**config.mk**
```make
export PLATFORM = sky130hd
export DESIGN_NAME = dot_product_accumulator_flat
export DESIGN_NICKNAME = d
export VERILOG_FILES = /design/src/rtl/dot_product_accumulator_if.sv /design/src/rtl/dot_product_accumulator.sv /design/src/flat_wrapper.sv
export SDC_FILE = /design/constraint.sdc
export NUM_CORES = 1
export LEC_CHECK = 0
export ABC_CLOCK_PERIOD_IN_PS = 7100
export CORE_ASPECT_RATIO = 1.5
export CORE_MARGIN = 2
export CORE_UTILIZATION = 29
export DETAILED_ROUTE_END_ITERATION = 8
export MAX_ROUTING_LAYER = met4
export PLACE_DENSITY = 0.52
export SLEW_MARGIN = 20
export SYNTH_ARGS = -nofsm -noshare
export SYNTH_HDL_FRONTEND = slang
export SYNTH_SLANG_ARGS = --single-unit
```
**constraint.sdc**
```tcl
create_clock -name clk -period 7.1 [get_ports clk]
set_input_delay 1.775 -clock clk [delete_from_list [all_inputs] [get_ports clk]]
set_output_delay 1.775 -clock clk [all_outputs]
set_load 0.05 [all_outputs]
```
**src/rtl/dot_product_accumulator_if.sv**
```systemverilog
// Product-in / dot-product-out handshake bundle.
// master drives product, in_valid and out_ready.
interface dot_product_accumulator_if #(
  parameter int N     = 8,
  parameter int LEN   = 4,
  parameter int ACC_W = 2*N+$clog2(LEN)+1,
  parameter int CW    = $clog2(LEN+1)
);
  logic [2*N-1:0]   product;
  logic             in_valid;
  logic             in_ready;
  logic [ACC_W-1:0] acc_out;
  logic             out_valid;
  logic             out_ready;
  logic [CW-1:0]    term_cnt;

  modport master (
    output product, in_valid, out_ready,
    input  in_ready, acc_out, out_valid, term_cnt
  );

  modport slave (
    input  product, in_valid, out_ready,
    output in_ready, acc_out, out_valid, term_cnt
  );
endinterface

```
**src/rtl/dot_product_accumulator.sv**
```systemverilog
// Accumulates LEN signed products into one dot product.
// DOT_OVERLAP_EN: accept the next term during the result transfer.
module dot_product_accumulator #(
  parameter int N     = 8,
  parameter int LEN   = 4,
  parameter int ACC_W = 2*N+$clog2(LEN)+1
) (
  input  logic clk,
  input  logic rst_n,
  input  logic clr,
  dot_product_accumulator_if.slave bus
);
  localparam int CW = $clog2(LEN+1);

  typedef enum logic [1:0] {
    IDLE,
    ACCUM,
    HOLD
  } state_t;

  state_t           state_q, state_d;
  logic [ACC_W-1:0] acc_q, acc_d;
  logic [CW-1:0]    cnt_q, cnt_d;
  logic             in_rdy, out_vld;
  logic             accept, xfer;
  logic [ACC_W-1:0] ext;

  assign ext = {{(ACC_W-2*N){bus.product[2*N-1]}},
                bus.product};

  always_comb begin
    state_d = state_q;
    acc_d   = acc_q;
    cnt_d   = cnt_q;
    in_rdy  = 1'b1;
    out_vld = 1'b0;
    if (state_q == HOLD) begin
      out_vld = 1'b1;
`ifdef DOT_OVERLAP_EN
      in_rdy  = bus.out_ready;
`else
      in_rdy  = 1'b0;
`endif
    end
    accept = bus.in_valid && in_rdy;
    xfer   = out_vld && bus.out_ready;
    if (clr) begin
      state_d = IDLE;
      acc_d   = '0;
      cnt_d   = '0;
    end else begin
      unique case (state_q)
        IDLE: begin
          if (accept) begin
            acc_d   = ext;
            cnt_d   = CW'(1);
            state_d = (LEN == 1) ? HOLD : ACCUM;
          end
        end
        ACCUM: begin
          if (accept) begin
            acc_d = acc_q + ext;
            cnt_d = cnt_q + CW'(1);
            if (cnt_q == CW'(LEN-1))
              state_d = HOLD;
          end
        end
        HOLD: begin
          if (xfer) begin
            acc_d   = '0;
            cnt_d   = '0;
            state_d = IDLE;
`ifdef DOT_OVERLAP_EN
            if (accept) begin
              acc_d   = ext;
              cnt_d   = CW'(1);
              state_d = (LEN == 1) ? HOLD : ACCUM;
            end
`endif
          end
        end
        default: begin
          state_d = IDLE;
          acc_d   = '0;
          cnt_d   = '0;
        end
      endcase
    end
  end

  always_ff @(posedge clk or negedge rst_n) begin
    if (!rst_n) begin
      state_q <= IDLE;
      acc_q   <= '0;
      cnt_q   <= '0;
    end else begin
      state_q <= state_d;
      acc_q   <= acc_d;
      cnt_q   <= cnt_d;
    end
  end

  assign bus.in_ready  = in_rdy;
  assign bus.out_valid = out_vld;
  assign bus.acc_out   = acc_q;
  assign bus.term_cnt  = cnt_q;
endmodule
```
**src/flat_wrapper.sv**
```systemverilog
// flat-port wrapper written by rule: the top's interface ports become plain ports
module dot_product_accumulator_flat 
#(
  parameter int N     = 8,
  parameter int LEN   = 4,
  parameter int ACC_W = 2*N+$clog2(LEN)+1
)
  (clk, rst_n, clr, bus_product, bus_in_valid, bus_out_ready, bus_in_ready, bus_acc_out, bus_out_valid, bus_term_cnt);
  dot_product_accumulator_if #(.N(N), .LEN(LEN), .ACC_W(ACC_W)) bus_i ();
  input  logic clk;
  input  logic rst_n;
  input  logic clr;
  input wire logic [$bits(bus_i.product)-1:0] bus_product;
  input wire logic [$bits(bus_i.in_valid)-1:0] bus_in_valid;
  input wire logic [$bits(bus_i.out_ready)-1:0] bus_out_ready;
  output wire logic [$bits(bus_i.in_ready)-1:0] bus_in_ready;
  output wire logic [$bits(bus_i.acc_out)-1:0] bus_acc_out;
  output wire logic [$bits(bus_i.out_valid)-1:0] bus_out_valid;
  output wire logic [$bits(bus_i.term_cnt)-1:0] bus_term_cnt;
  assign bus_i.product = bus_product;
  assign bus_i.in_valid = bus_in_valid;
  assign bus_i.out_ready = bus_out_ready;
  assign bus_in_ready = bus_i.in_ready;
  assign bus_acc_out = bus_i.acc_out;
  assign bus_out_valid = bus_i.out_valid;
  assign bus_term_cnt = bus_i.term_cnt;
  dot_product_accumulator #(.N(N), .LEN(LEN), .ACC_W(ACC_W)) u_core (.clk(clk), .rst_n(rst_n), .clr(clr), .bus(bus_i));
endmodule
```
==> results of run 1 <==
[placed cells by master (no fill, tap or decap), drive strengths merged, types with 3 or more instances in the layout]
cell type / count
o21bai: 4
a22oi: 12
and2: 4
a21o: 8
nor3b: 4
clkdlybuf4s50: 44
ha: 20
a21oi: 18
a221o: 3
o21ai: 23
and4: 3
clkbuf: 3
or3: 3
buf: 3
dfrtp: 24
a31oi: 7
inv: 7
nand2: 14
xor2: 7
xnor2: 6
nor2: 16
[worst max-delay path, delay by kind of cell]
kind,cells,cell delay (ns)
compound gates,4,0.81
fa+ha+maj,2,0.63
buf+inv,1,0.43
simple gates,3,0.65
[how the worst min path moves through the flow]
stage               slack, ns                      to  depth (start not counted)
floorplan                0.58       u_core.state_q[1]                          2
global placement         0.50  u_core.bus.term_cnt[2]                          2
detailed placement       0.50  u_core.bus.term_cnt[2]                          2
CTS                      0.52  u_core.bus.term_cnt[2]                          2
global route             0.56  u_core.bus.term_cnt[2]                          2
finish                   0.52  u_core.bus.term_cnt[2]                          2
[power by group through the flow]
| stage | clock network (mW) | registers (mW) | logic (mW) |
|---|---|---|---|
| 2_1_floorplan | 0 | 0.210 | 0.122 |
| 3_3_place_gp | 0 | 0.166 | 0.236 |
| 3_5_place_dp | 0 | 0.166 | 0.236 |
| 5_1_grt | 0.139 | 0.165 | 0.258 |
| 4_1_cts | 0.131 | 0.163 | 0.237 |
| 6_report | 0.125 | 0.162 | 0.236 |
[routing by layer]
metal,vias to the layer above,share of wire
li1,909,-
met1,827,0.43
met2,36,0.52
met3,5,0.032
met4,0,0.014
met5,-,0
[metrics by stage]
step,hold WS [ns],cells,utilization
global route,0.560,339,0.381
detailed placement,0.499,335,0.370
global placement,0.495,335,0.370
floorplan,0.583,217,-
finish,0.517,339,0.381
CTS,0.522,339,0.381
[flip-flops by register name, indices dropped and copies added, names as in the netlist]
| signal | flops |
|---|---|
| u_core.bus.acc_out | 19 |
| u_core.bus.term_cnt | 3 |
| u_core.state_q | 2 |
[final cells by class]
class                           instances  area (um2)
Timing Repair Buffer                   47         463
Fill cell                             712        4190
Multi-Input combinational cell        179        1320
Tap cell                               78        97.6
Clock inverter                          1        30.0
Clock buffer                            3        41.3
Inverter                                7        26.3
Sequential cell                        24         601
[cell families after synthesis]
kind of cell	Yosys count	share of synthesized area
AOI/OAI and AO/OA	87	0.304
and+or+nand+nor	56	0.154
DFF	24	0.302
adders and majority gates	21	0.136
buffers and inverters	14	0.0359
xor gates and xnor gates	13	0.0573
muxes	2	0.0101
[cell usage after synthesis, drive strengths merged (3+ instances only)]
cell	count
clkbuf	5
nor2	16
a31oi	7
inv	7
nand2	14
xnor2	6
and4	3
a221o	3
and2	4
a21oi	18
o21ai	23
dfrtp	24
xor2	7
o21bai	4
nor3b	4
a21o	8
a22oi	12
or3	3
ha	20
==> out/results.ini, run 1 <==
[yosys]
synth_cell_types=50
postSynth.asyncResetShare=1.00
synth.avg_cell_area_um2=9.16
ys_ff_latch=24
seq_area_frac_synth=0.302
synth_area_um2=1990
synth_edf_count=0
syn-num-nets=259
yosys_warnings=0
synth.area.top_cells=dfrtp_1, ha_1, o21ai_0, a22oi_1, a21oi_1
synth.largest_area_cell=dfrtp_1
syn_inst=217
synth_ff_type=dfrtp_1
synth.top_cell.area_share=0.302

[cells_and_area]
syn_to_final_growth_pct=29.5
drive_above_1_share=0.0805
final_nets=304
antenna_cells=0
design_area_um2=2570

[detailed_routing]
drtAntennaViolNets=0
drc_errors=0
drtIter0Drc=74
wl_um=5100
first_pass_iters=4
via_count=1777
viasPerCell=5.24
post_drt_wl_per_cell_um=15.1

[floorplanning]
core-area_um2=6760
rows=37
die-width_um=71.6
ioPinCount=45
fp.dieH_um=105
start_util=0.294
dieArea_um2=7540

[clock_network]
clock_latency_ns=0.28
ctsResizeCount=0
clkTransAtPathRegs_ns=0.10
ctsHoldBuffers=0
htree_levels=1
numCtsBuffers=3
root_buffer=clkbuf_8
cts_tree=built
clock-sinks=24
ctsLongestPathBuffers=2
cts_post_setup_buffers_inserted=0

[placement]
hpwlAfterDp_um=3770
io_buffers=44
dp_worst_setup_slack_ns=2.67
place_area_um2=2500
gp_congestion=0.879

[run]
max_cap_violations=0

[worst_setup_path]
r2r_start=u_core.bus.acc_out[0]
worst-path-max-fanout=3
crit_start=bus_product[0]
r2r_cells=9
crit_path_max_incr_delay_ns=0.43
crit_path_end=u_core.bus.acc_out[16]
ff2ff_setup_slack_ns=4.48
critPathLaunchType=input port
crit_path_end_kind=register
crit_arrival_ns=4.29
worstPathRequired_ns=7.27
r2r-end=u_core.bus.acc_out[16]
crit_path_frequent_cell=a31oi_4
slowest_stage=clkdlybuf4s50_1
crit_chain=clkdlybuf4s50_1 > ha_1 > fa_1 > a21o_2 > and4_1 > o21ai_2 > a31oi_4 > a31oi_4 > nor4_1 > or3_1
crit_type=in -> reg

[run_status]
outcome=finished, final reports clean

[global_route]
met1_usage=0.176
grt_pass1_vias=1786
grt_overflow=0
grt_max_degree=27
grt_util_met3=0.0143
grt_use_total=0.148
use_met2=0.259
antenna_found_initial=0
grt_pass1_wl_um=8780
grt-busiest-layer=met2

[pwr]
power.density_nw_per_um2=203
p_sw_frac=0.388
p_sw_mw=0.203
pwr-share-clk=0.239
p_leak_nw=1.11
p_seq_frac=0.311
ir_drop_v=0.0000831
internal_power_mw=0.320
p_total_mw=0.523
p_comb_frac=0.450

[timing]
tns_ns=0
fin_skew_ns=0.0102
rsz0062_at_grt=no
fin_crit_sh=0.580
report.final.slew_viol_count=0
final.min_clock_period_ns=4.12
worst_slack_ns=2.98
hold_viol_final=0
fmax_mhz=243
tightest_slew_ns=0.837
setup_viol=0
slew_headroom=0.441

[hold_path]
min_from=u_core.bus.term_cnt[2]
hold_class=reg -> reg

Note: power is estimated with default switching activity, not from simulation.
==> inputs of run 2 (changes only) <==
- ABC_CLOCK_PERIOD_IN_PS: 7100 -> 4300
- clock period: 7.1 -> 4.3 ns (I/O delays scaled with it)
==> out/results.ini, run 2 (same netlist as run 1, synthesis figures left out) <==
[pwr]
internal_power_mw=0.486  ; +52%
power.density_nw_per_um2=318  ; +56%
p_sw_mw=0.329  ; +62%
ir_drop_v=0.000112  ; +34%
p_leak_nw=1.11  ; -0.15%
pwr-share-clk=0.193  ; -0.046
p_sw_frac=0.403  ; +0.0151
p_seq_frac=0.329  ; +0.018
p_comb_frac=0.477  ; +0.027

[global_route]
grt_pass1_vias=1784  ; -0.11%
grt_overflow=0  ; unchanged
grt-busiest-layer=met2
grt_pass1_wl_um=8630  ; -1.7%
grt_max_degree=25  ; -7.4%
use_met2=0.251  ; -0.00860
grt_util_met3=0.0143  ; unchanged
antenna_found_initial=0  ; unchanged
met1_usage=0.175  ; -0.00126
grt_use_total=0.145  ; -0.00307

[timing]
final.min_clock_period_ns=3.43
fmax_mhz=292
report.final.slew_viol_count=0  ; unchanged
rsz0062_at_grt=no
fin_crit_sh=0.797
setup_viol=0  ; unchanged
fin_skew_ns=0.00547  ; -0.00473 ns
tns_ns=0  ; unchanged
tightest_slew_ns=0.789  ; -0.0482 ns
slew_headroom=0.472  ; +0.0314
hold_viol_final=0  ; unchanged

[cells_and_area]
drive_above_1_share=0.0840  ; +0.00351
syn_to_final_growth_pct=29.1
multi_input_area_um2=1320  ; unchanged
antenna_cells=0  ; unchanged
final_common_cell=clkdlybuf4s50_1
seqCellArea_um2=601  ; unchanged
largest_register_ffs=19  ; unchanged
fillers=716  ; +0.56%
final_cell_mix=clkdlybuf4s50_1, dfrtp_1, o21ai_0, ha_1, a21oi_1
design_area_um2=2560  ; -0.34%
final_nets=305  ; +0.33%

[detailed_routing]
viasPerCell=5.35  ; +2.1%
wl_um=5110  ; about the same
via_count=1819  ; +2.4%
drc_errors=0  ; unchanged
first_pass_iters=4  ; unchanged
drtAntennaViolNets=0  ; unchanged
drtIter0Drc=61  ; -18%
post_drt_wl_per_cell_um=15.0  ; -0.26%

[floorplanning]
start_util=0.294  ; unchanged
ioPinCount=45  ; unchanged
core-area_um2=6760  ; unchanged
dieArea_um2=7540  ; unchanged
die-width_um=71.6  ; unchanged
fp.dieH_um=105  ; unchanged
rows=37  ; unchanged

[placement]
io_buffers=44  ; unchanged
hpwlAfterDp_um=3860  ; +2.4%
place_area_um2=2510  ; +0.30%
gp_congestion=0.892  ; +1.4%

[hold_path]
hold_depth=2  ; unchanged
hold_class=reg -> reg

[clock_network]
ctsHoldBuffers=0  ; unchanged
clock_latency_ns=0.27  ; about the same
ctsLongestPathBuffers=2  ; unchanged
ctsResizeCount=0  ; unchanged
htree_levels=1  ; unchanged
numCtsBuffers=3  ; unchanged
clock-sinks=24  ; unchanged
cts_post_setup_buffers_inserted=0  ; unchanged
clkTransAtPathRegs_ns=0.09  ; about the same
cts_tree=built
root_buffer=clkbuf_8

[worst_setup_path]
crit_arrival_ns=3.58  ; -0.71 ns
crit_path_end_kind=register
critPathLaunchType=input port
crit_type=in -> reg
r2r_cells=9  ; unchanged
worstPathRequired_ns=4.45  ; -2.82 ns
worst-path-max-fanout=3  ; unchanged

[run]
max_cap_violations=0  ; unchanged

[run_status]
outcome=finished, final reports clean

## run 2: changes by cell type in the layout (fill, tap and decap cells not counted), sizes merged
cell	previous run	this run
buf	3	4
bufinv	1	0
clkbuf	3	4
## run 2: routing by layer
| layer | vias to the layer above | part of all wire |
|---|---|---|
| met4 | 0 | 0.015 |
| li1 | 916 | - |
| met5 | - | 0 |
| met3 | 6 | 0.029 |
| met1 | 860 | 0.43 |
| met2 | 37 | 0.53 |
## run 2: final cells by class
| class | count | area share |
|---|---|---|
| Clock buffer | 4 | 0.0215 |
| Inverter | 7 | 0.0102 |
| Multi-Input combinational cell | 179 | 0.513 |
| Sequential cell | 24 | 0.234 |
| Tap cell | 78 | 0.0380 |
| Timing Repair Buffer | 48 | 0.183 |
## run 2: final timing paths
kind | startpoint | end | slack [ns]
max | bus_product[0] | u_core.bus.acc_out[16] | 0.87
min | u_core.bus.term_cnt[2] | u_core.bus.term_cnt[2] | 0.52
max reg2reg | u_core.bus.acc_out[0] | u_core.bus.acc_out[16] | 1.69
min reg2reg | u_core.bus.term_cnt[2] | u_core.bus.term_cnt[2] | 0.52
max in group asynchronous | rst_n | u_core.bus.acc_out[15] | 2.89
min in group asynchronous | rst_n | u_core.bus.acc_out[13] | 1.17
## run 2: worst max-delay path, stage by stage
cell and delay, ns:
clkdlybuf4s50_1 0.43, ha_1 0.22, fa_1 0.40, a21o_2 0.23
and4_1 0.22, o21ai_2 0.19, a31oi_4 0.14, a31oi_4 0.24
nor4_1 0.06, or3_1 0.36
## run 2: through the flow
stage	cells	hold WS (ns)	power [mW]	utilization	setup slack, ns
after floorplan	217	0.583	0.548	-	1.22
after global placement	336	0.496	0.664	0.371	0.604
after detailed placement	336	0.499	0.664	0.371	0.576
after CTS	340	0.521	0.832	0.379	0.869
after global routing	340	0.572	0.877	0.379	0.767
final	340	0.516	0.815	0.379	0.874
## run 2: power groups by stage
stage	combinational [mW]	sequential (mW)	clock, mW
after floorplan	0.201	0.347	0
after global placement	0.391	0.273	0
after detailed placement	0.391	0.273	0
after CTS	0.393	0.269	0.170
after global routing	0.425	0.273	0.179
final	0.389	0.268	0.157
